==> config.mk <==
export PLATFORM = sky130hd
export DESIGN_NAME = decode_stage
export DESIGN_NICKNAME = d
export VERILOG_FILES = /design/src/rtl/fde_pkg.sv /design/src/rtl/regfile_2r1w.sv /design/src/rtl/decode_stage.sv
export SDC_FILE = /design/constraint.sdc
export NUM_CORES = 2
export LEC_CHECK = 0
export ABC_AREA = 1
export ABC_CLOCK_PERIOD_IN_PS = 4500
export CORE_ASPECT_RATIO = 0.75
export CORE_MARGIN = 2
export CORE_UTILIZATION = 40
export DETAILED_ROUTE_END_ITERATION = 12
export HOLD_SLACK_MARGIN = 0.15
export PLACE_DENSITY = 0.61
export SLEW_MARGIN = 20
export SYNTH_ARGS = -nofsm -noshare
export SYNTH_HDL_FRONTEND = slang
export SYNTH_SLANG_ARGS = --single-unit
==> constraint.sdc <==
create_clock -name clock -period 4.5 [get_ports clock]
set_input_delay 0.675 -clock clock [delete_from_list [all_inputs] [get_ports clock]]
set_output_delay 0.675 -clock clock [all_outputs]
set_load 0.005 [all_outputs]
==> src/rtl/fde_pkg.sv <==
// Shared encodings for the fetch/decode/execute pipeline: opcodes, functs,
// ALU operations, control-word layout and ID_EX field placement.
package fde_pkg;

    localparam logic [5:0] OP_RTYPE = 6'h00;
    localparam logic [5:0] OP_J     = 6'h02;
    localparam logic [5:0] OP_BEQ   = 6'h04;
    localparam logic [5:0] OP_ADDI  = 6'h08;
    localparam logic [5:0] OP_LW    = 6'h23;
    localparam logic [5:0] OP_SW    = 6'h2B;

    localparam logic [5:0] FN_ADD = 6'h20;
    localparam logic [5:0] FN_SUB = 6'h22;
    localparam logic [5:0] FN_AND = 6'h24;
    localparam logic [5:0] FN_OR  = 6'h25;
    localparam logic [5:0] FN_SLT = 6'h2A;

    typedef enum logic [3:0] {
        ALU_ADD = 4'd0,
        ALU_SUB = 4'd1,
        ALU_AND = 4'd2,
        ALU_OR  = 4'd3,
        ALU_SLT = 4'd4
    } alu_op_e;

    localparam int CTRL_DEST_LSB    = 0;
    localparam int CTRL_DEST_W      = 5;
    localparam int CTRL_REG_WRITE   = 5;
    localparam int CTRL_MEM_READ    = 6;
    localparam int CTRL_MEM_WRITE   = 7;
    localparam int CTRL_BRANCH      = 8;
    localparam int CTRL_JUMP        = 9;
    localparam int CTRL_ALU_SRC_IMM = 10;
    localparam int CTRL_ALU_OP_LSB  = 11;
    localparam int CTRL_ILLEGAL     = 15;
    localparam int CTRL_USED_W      = 16;

    // Packed so that member order reproduces the bit positions above.
    typedef struct packed {
        logic       illegal;
        alu_op_e    alu_op;
        logic       alu_src_imm;
        logic       jump;
        logic       branch;
        logic       mem_write;
        logic       mem_read;
        logic       reg_write;
        logic [4:0] dest;
    } ctrl_t;

    // ID_EX = {ctrl, pc4, rs_val, rt_val, imm, tgt}; slots count up from the LSB.
    localparam int SLOT_TGT  = 0;
    localparam int SLOT_IMM  = 1;
    localparam int SLOT_RT   = 2;
    localparam int SLOT_RS   = 3;
    localparam int SLOT_PC4  = 4;
    localparam int SLOT_CTRL = 5;

    function automatic int field_lsb(input int slot, input int xlen);
        return slot * xlen;
    endfunction

    function automatic int idex_w(input int xlen, input int ctrl_w);
        return ctrl_w + 5 * xlen;
    endfunction

endpackage

==> src/rtl/regfile_2r1w.sv <==
// Two combinational read ports with same-cycle write-back bypass and one
// synchronous write port; register 0 is hardwired to zero.
module regfile_2r1w #(
    parameter  int XLEN  = 32,
    parameter  int NREGS = 32,
    localparam int RW    = $clog2(NREGS)
) (
    input  logic            clock,
    input  logic            reset,
    input  logic [RW-1:0]   rs_idx,
    input  logic [RW-1:0]   rt_idx,
    output logic [XLEN-1:0] rs_val,
    output logic [XLEN-1:0] rt_val,
    input  logic            wb_en,
    input  logic [RW-1:0]   wb_idx,
    input  logic [XLEN-1:0] wb_data
);

    logic [XLEN-1:0] regs [NREGS];

    // Index 0 and indices past the last register neither store nor read.
    function automatic logic live_idx(input logic [RW-1:0] idx);
        return (idx != '0) && (32'(idx) < NREGS);
    endfunction

    always_ff @(posedge clock) begin
        if (reset) begin
            for (int i = 0; i < NREGS; i++) begin
                regs[i] <= '0;
            end
        end else if (wb_en && live_idx(wb_idx)) begin
            regs[wb_idx] <= wb_data;
        end
    end

    always_comb begin
        rs_val = '0;
        rt_val = '0;
        if (live_idx(rs_idx)) begin
            rs_val = (wb_en && wb_idx == rs_idx) ? wb_data : regs[rs_idx];
        end
        if (live_idx(rt_idx)) begin
            rt_val = (wb_en && wb_idx == rt_idx) ? wb_data : regs[rt_idx];
        end
    end

endmodule

==> src/rtl/decode_stage.sv <==
// Decode stage: MIPS-subset decoder, operand read and a valid/ready output
// register with load-use stall and flush.
module decode_stage
    import fde_pkg::*;
#(
    parameter  int XLEN   = 32,
    parameter  int NREGS  = 32,
    parameter  int CTRL_W = 16,
    localparam int RW     = $clog2(NREGS),
    localparam int IDEX_W = idex_w(XLEN, CTRL_W)
) (
    input  logic              clock,
    input  logic              reset,
    input  logic [XLEN+31:0]  IF_ID,
    input  logic              if_valid,
    output logic              if_ready,
    output logic [IDEX_W-1:0] ID_EX,
    output logic              id_valid,
    input  logic              ex_ready,
    input  logic              wb_en,
    input  logic [RW-1:0]     wb_idx,
    input  logic [XLEN-1:0]   wb_data,
    input  logic              flush
);

    localparam int CTRL_LSB = field_lsb(SLOT_CTRL, XLEN);

    logic [XLEN-1:0]   pc, pc4, imm, tgt, rs_val, rt_val;
    logic [31:0]       instr;
    logic [5:0]        opcode, funct;
    logic [4:0]        rs, rt, rd;
    ctrl_t             ctrl_d;
    logic [CTRL_W-1:0] ctrl_bus;
    logic [IDEX_W-1:0] id_ex_d, id_ex_q;
    logic              id_valid_q;
    logic              load_en, hazard, uses_rt;
    logic [4:0]        ex_dest;
    logic              ex_mem_read;
    logic              unused_shamt;

    assign pc     = IF_ID[XLEN+31:32];
    assign instr  = IF_ID[31:0];
    assign opcode = instr[31:26];
    assign rs     = instr[25:21];
    assign rt     = instr[20:16];
    assign rd     = instr[15:11];
    assign funct  = instr[5:0];
    assign unused_shamt = ^instr[10:6];

    always_comb begin
        ctrl_d = '0;
        unique case (opcode)
            OP_RTYPE: begin
                ctrl_d.dest      = rd;
                ctrl_d.reg_write = 1'b1;
                case (funct)
                    FN_ADD:  ctrl_d.alu_op = ALU_ADD;
                    FN_SUB:  ctrl_d.alu_op = ALU_SUB;
                    FN_AND:  ctrl_d.alu_op = ALU_AND;
                    FN_OR:   ctrl_d.alu_op = ALU_OR;
                    FN_SLT:  ctrl_d.alu_op = ALU_SLT;
                    default: begin
                        ctrl_d         = '0;
                        ctrl_d.illegal = 1'b1;
                    end
                endcase
            end
            OP_ADDI, OP_LW: begin
                ctrl_d.dest        = rt;
                ctrl_d.reg_write   = 1'b1;
                ctrl_d.alu_src_imm = 1'b1;
                ctrl_d.alu_op      = ALU_ADD;
                ctrl_d.mem_read    = (opcode == OP_LW);
            end
            OP_SW: begin
                ctrl_d.mem_write   = 1'b1;
                ctrl_d.alu_src_imm = 1'b1;
            end
            OP_BEQ: begin
                ctrl_d.branch = 1'b1;
                ctrl_d.alu_op = ALU_SUB;
            end
            OP_J: begin
                ctrl_d.jump = 1'b1;
            end
            default: begin
                ctrl_d.illegal = 1'b1;
            end
        endcase
        if (ctrl_d.dest == 5'd0) begin
            ctrl_d.reg_write = 1'b0;
        end
    end

    always_comb begin
        ctrl_bus = '0;
        ctrl_bus[CTRL_USED_W-1:0] = ctrl_d;
    end

    assign pc4 = pc + XLEN'(4);
    assign imm = {{(XLEN-16){instr[15]}}, instr[15:0]};

    always_comb begin
        if (opcode == OP_J) begin
            tgt = {pc4[XLEN-1:28], instr[25:0], 2'b00};
        end else begin
            tgt = pc4 + (imm << 2);
        end
    end

    regfile_2r1w #(
        .XLEN  (XLEN),
        .NREGS (NREGS)
    ) u_regfile (
        .clock   (clock),
        .reset   (reset),
        .rs_idx  (RW'(rs)),
        .rt_idx  (RW'(rt)),
        .rs_val  (rs_val),
        .rt_val  (rt_val),
        .wb_en   (wb_en),
        .wb_idx  (wb_idx),
        .wb_data (wb_data)
    );

    assign id_ex_d = {ctrl_bus, pc4, rs_val, rt_val, imm, tgt};

    // A load in the output register cannot forward to the word behind it.
    assign ex_dest     = id_ex_q[CTRL_LSB+CTRL_DEST_LSB +: CTRL_DEST_W];
    assign ex_mem_read = id_ex_q[CTRL_LSB+CTRL_MEM_READ];
    assign uses_rt     = (opcode == OP_RTYPE) || (opcode == OP_SW) || (opcode == OP_BEQ);
    assign hazard      = id_valid_q && ex_mem_read && (ex_dest != 5'd0) && if_valid &&
                         ((ex_dest == rs) || ((ex_dest == rt) && uses_rt));

    assign load_en  = !id_valid_q || ex_ready;
    assign if_ready = load_en && !hazard && !reset;

    // Flush kills the slot but still reports ready so fetch moves past the word.
    always_ff @(posedge clock) begin
        if (reset) begin
            id_valid_q <= 1'b0;
            id_ex_q    <= '0;
        end else if (flush) begin
            id_valid_q <= 1'b0;
        end else if (load_en) begin
            if (if_valid && if_ready) begin
                id_ex_q    <= id_ex_d;
                id_valid_q <= 1'b1;
            end else begin
                id_valid_q <= 1'b0;
            end
        end
    end

    assign ID_EX    = id_ex_q;
    assign id_valid = id_valid_q;

endmodule

==> flow_summary.ini <==
[grt]
globalRoute.totalOverflow = 0
grt_pass1_wl_mm = 400
grt_max_degree = 162
grt_pass1_vias = 55800
antenna_found_initial = 9
grtUsageTotal = 0.334

[pwr]
vdd_drop_max_mv = 0.336
p_leak_nw = 28.5
p_total_mw = 27.5
powerDensity_mw_per_mm2 = 372

[clock_network]
postCtsHoldBufs = 0
clk_path_buf_depth = 3
post_cts_resized = 0
cts_sinks = 1184
postCtsSetupRepairBufs = 0
htreeDepth = 4
clock_latency_ns = 0.81
tritoncts = done
clk_pin_slew_ns = 0.07
numCtsBuffers = 131
cts_root_buf = clkbuf_16

[timing]
setup_tns_ns = 0
drv_slew = 0
post-route-period-util = 0.838
max_slew_margin = 0.238
finClkSkew_ns = 0.0364
setup_violations = 0
tightest_slew_ns = 1.14
min_period_ns = 3.77
rsz0062_at_grt = no
fmax_mhz = 265
whs_ns = 0.294
hold_viol_final = 0

[floorplanning]
io_pins = 285
die_area_mm2 = 0.165
fp.dieW_um = 468
start_util = 0.403
rows = 127
core_area_mm2 = 0.160
fp.dieH_um = 352

[outcome]
status = complete, no violations

[routing]
post_drt_via_cell_ratio = 6.07
ant_nets = 0
drtIter0Drc = 10400
wire_per_inst_um = 28.0
finalWirelength_mm = 283
drc = 0
num_vias = 61500
drt-pass1-iter-count = 7

[yosys]
yosysUniqueCellTypes = 40
synthMostInstantiatedCell = nor2_1
yosysTopAreaCell = edfxtp_1
synth.avg_cell_area_um2 = 8.17
synth.yosys.seq_area_share = 0.526
ys_ff_latch = 1184
synth_edf_count = 1024
synth_top_area_share = 0.476
synth_commonest_cells = nor2_1, nand2_1, edfxtp_1
synthCells = 7907
ys.warnings.count = 0
synth_area_mm2 = 0.0646
synth_area_leaders = edfxtp_1, nor2_1, nand2_1
async_flop_share = 0
ys.flop_type = edfxtp_1

[critical_path]
critical_path_class = in2reg
required_ns = 5.23
rr_startpoint = ID_EX[164]$_SDFFE_PP0P_
crit_path_start_kind = primary input
cp_slowest_cell = clkdlybuf4s50_1
end_kind = flop
crit_buf_inv = 5
cp_max_fo = 4
path_cells = clkdlybuf4s50_1 > ha_1 > nand2_1 > inv_1 > nand3_1 > nor3_1 > nand3_1 > buf_4 > nor2_1 > xnor2_1 > inv_1 > ha_1 > nand2_1 > nor2_1 > inv_1 > nor2_1 > nand4_1 > nand4_1 > nand3_1 > nand2_1 > nand2_1 > a21oi_1
cpMostUsedCell = nand2_1
cp-startpoint = IF_ID[34]
crit_arrival_ns = 4.50
cp_slowest_stage_delay_ns = 0.60
critPathTopFamily = simple AND/OR/NAND/NOR gates

[final_layout]
regArea_mm2 = 0.0340
area_growth_pct = 14.5
fillers = 15300
nNetsFinal = 8029
post-route-util = 0.462
multi_input_area_mm2 = 0.0256
drive_gt1_frac = 0.0671

[run]
max_cap_viol_count = 0

[place]
place.gp.congestion = 0.978
hpwl_mm = 175
place.port_buffers = 283

[worst_hold_path]
hold_class = in2reg
hold_start = reset
worst reg2reg max path: stages, from the launching register on:
cell and delay (ns):
dfxtp_1 0.48, xor2_1 0.18, nor2_1 0.07, nand3_1 0.07
nand2_1 0.08, nand2_1 0.10, nand4_1 0.17, buf_12 0.23
nor2_4 0.67, nand2_1 0.50, a21oi_1 0.25
sequential cells by signal (all words and copies together), names as in the netlist:
name,cells
u_regfile.regs,1024
ID_EX,159
id_valid,1
report_power, final:
| part | leakage (nW) | switching, mW | internal (mW) | total [mW] |
|---|---|---|---|---|
| logic | 15.5 | 2.85 | 1.12 | 3.97 |
| clock network | 2.02 | 4.78 | 6.00 | 10.8 |
| registers | 11.0 | 0.250 | 12.5 | 12.7 |
metal layers:
| metal | routed length (um) | GRT usage | up-vias |
|---|---|---|---|
| met5 | 26 | 0 | - |
| met4 | 14000 | 0.150 | 4 |
| met3 | 40600 | 0.0979 | 807 |
| met2 | 116000 | 0.467 | 4646 |
| met1 | 113000 | 0.475 | 29200 |
| li1 | - | - | 26900 |
cell families (layout without fill, tap and decap cells):
group | Yosys count | in the layout | share of synthesized area
and+or+nand+nor | 3343 | 3343 | 0.213
AOI/OAI and AO/OA | 1938 | 1938 | 0.165
buffers and inverters | 1362 | 1413 | 0.0832
DFF | 1184 | 1184 | 0.526
xor gates and xnor gates | 41 | 41 | 0.00556
adders and majority gates | 35 | 35 | 0.00690
muxes | 3 | 3 | 0.000465
other | 1 | 41 | 0.0000581
cell usage in the layout (no fill, tap or decap), drive strengths merged, types with 6 or more instances in the layout:
cell,instances
clkinv,55
bufinv,6
o21a,27
a21oi,781
dfxtp,160
xor2,24
edfxtp,1024
nor2,1313
ha,34
clkdlybuf4s50,272
inv,651
nand2,1132
nor3,26
conb,33
xnor2,17
o22ai,14
nand3,830
clkbuf,175
diode,8
o21bai,8
o211ai,333
buf,252
nand4,28
o21ai,767
worst paths after layout:
check / endpoint / slack, ns / cells after the start
hold reg to reg: ID_EX[89]$_SDFFE_PP0P_ / 0.46 / 2
setup / recovery: ID_EX[22]$_SDFFE_PP0P_ / 0.73 / 22
hold / removal: ID_EX[157]$_SDFFE_PP0P_ / 0.29 / 2
setup reg to reg: ID_EX[117]$_SDFFE_PP0P_ / 1.60 / 10
stage by stage:
| stage | instances | instance area [um^2] | setup WS, ns |
|---|---|---|---|
| global route | 10100 | 73900 | 0.485 |
| finish | 10100 | 73900 | 0.730 |
| global placement | 9882 | 69800 | 0.0294 |
| floorplan | 7939 | 64700 | 1.37 |
| detailed placement | 9882 | 69800 | 0.0307 |
| CTS | 10100 | 73900 | 0.846 |
layout make-up:
| class | count | area share |
|---|---|---|
| timing repair buffer | 524 | 0.0693 |
| clock buffer | 175 | 0.0488 |
| multi-input combinational | 5393 | 0.346 |
| antenna | 8 | 0.000271 |
| inverter | 653 | 0.0334 |
| sequential | 1184 | 0.459 |
| tap | 2128 | 0.0360 |
| clock inverter | 61 | 0.00707 |
No activity file was read; power rests on OpenSTA's default activity.
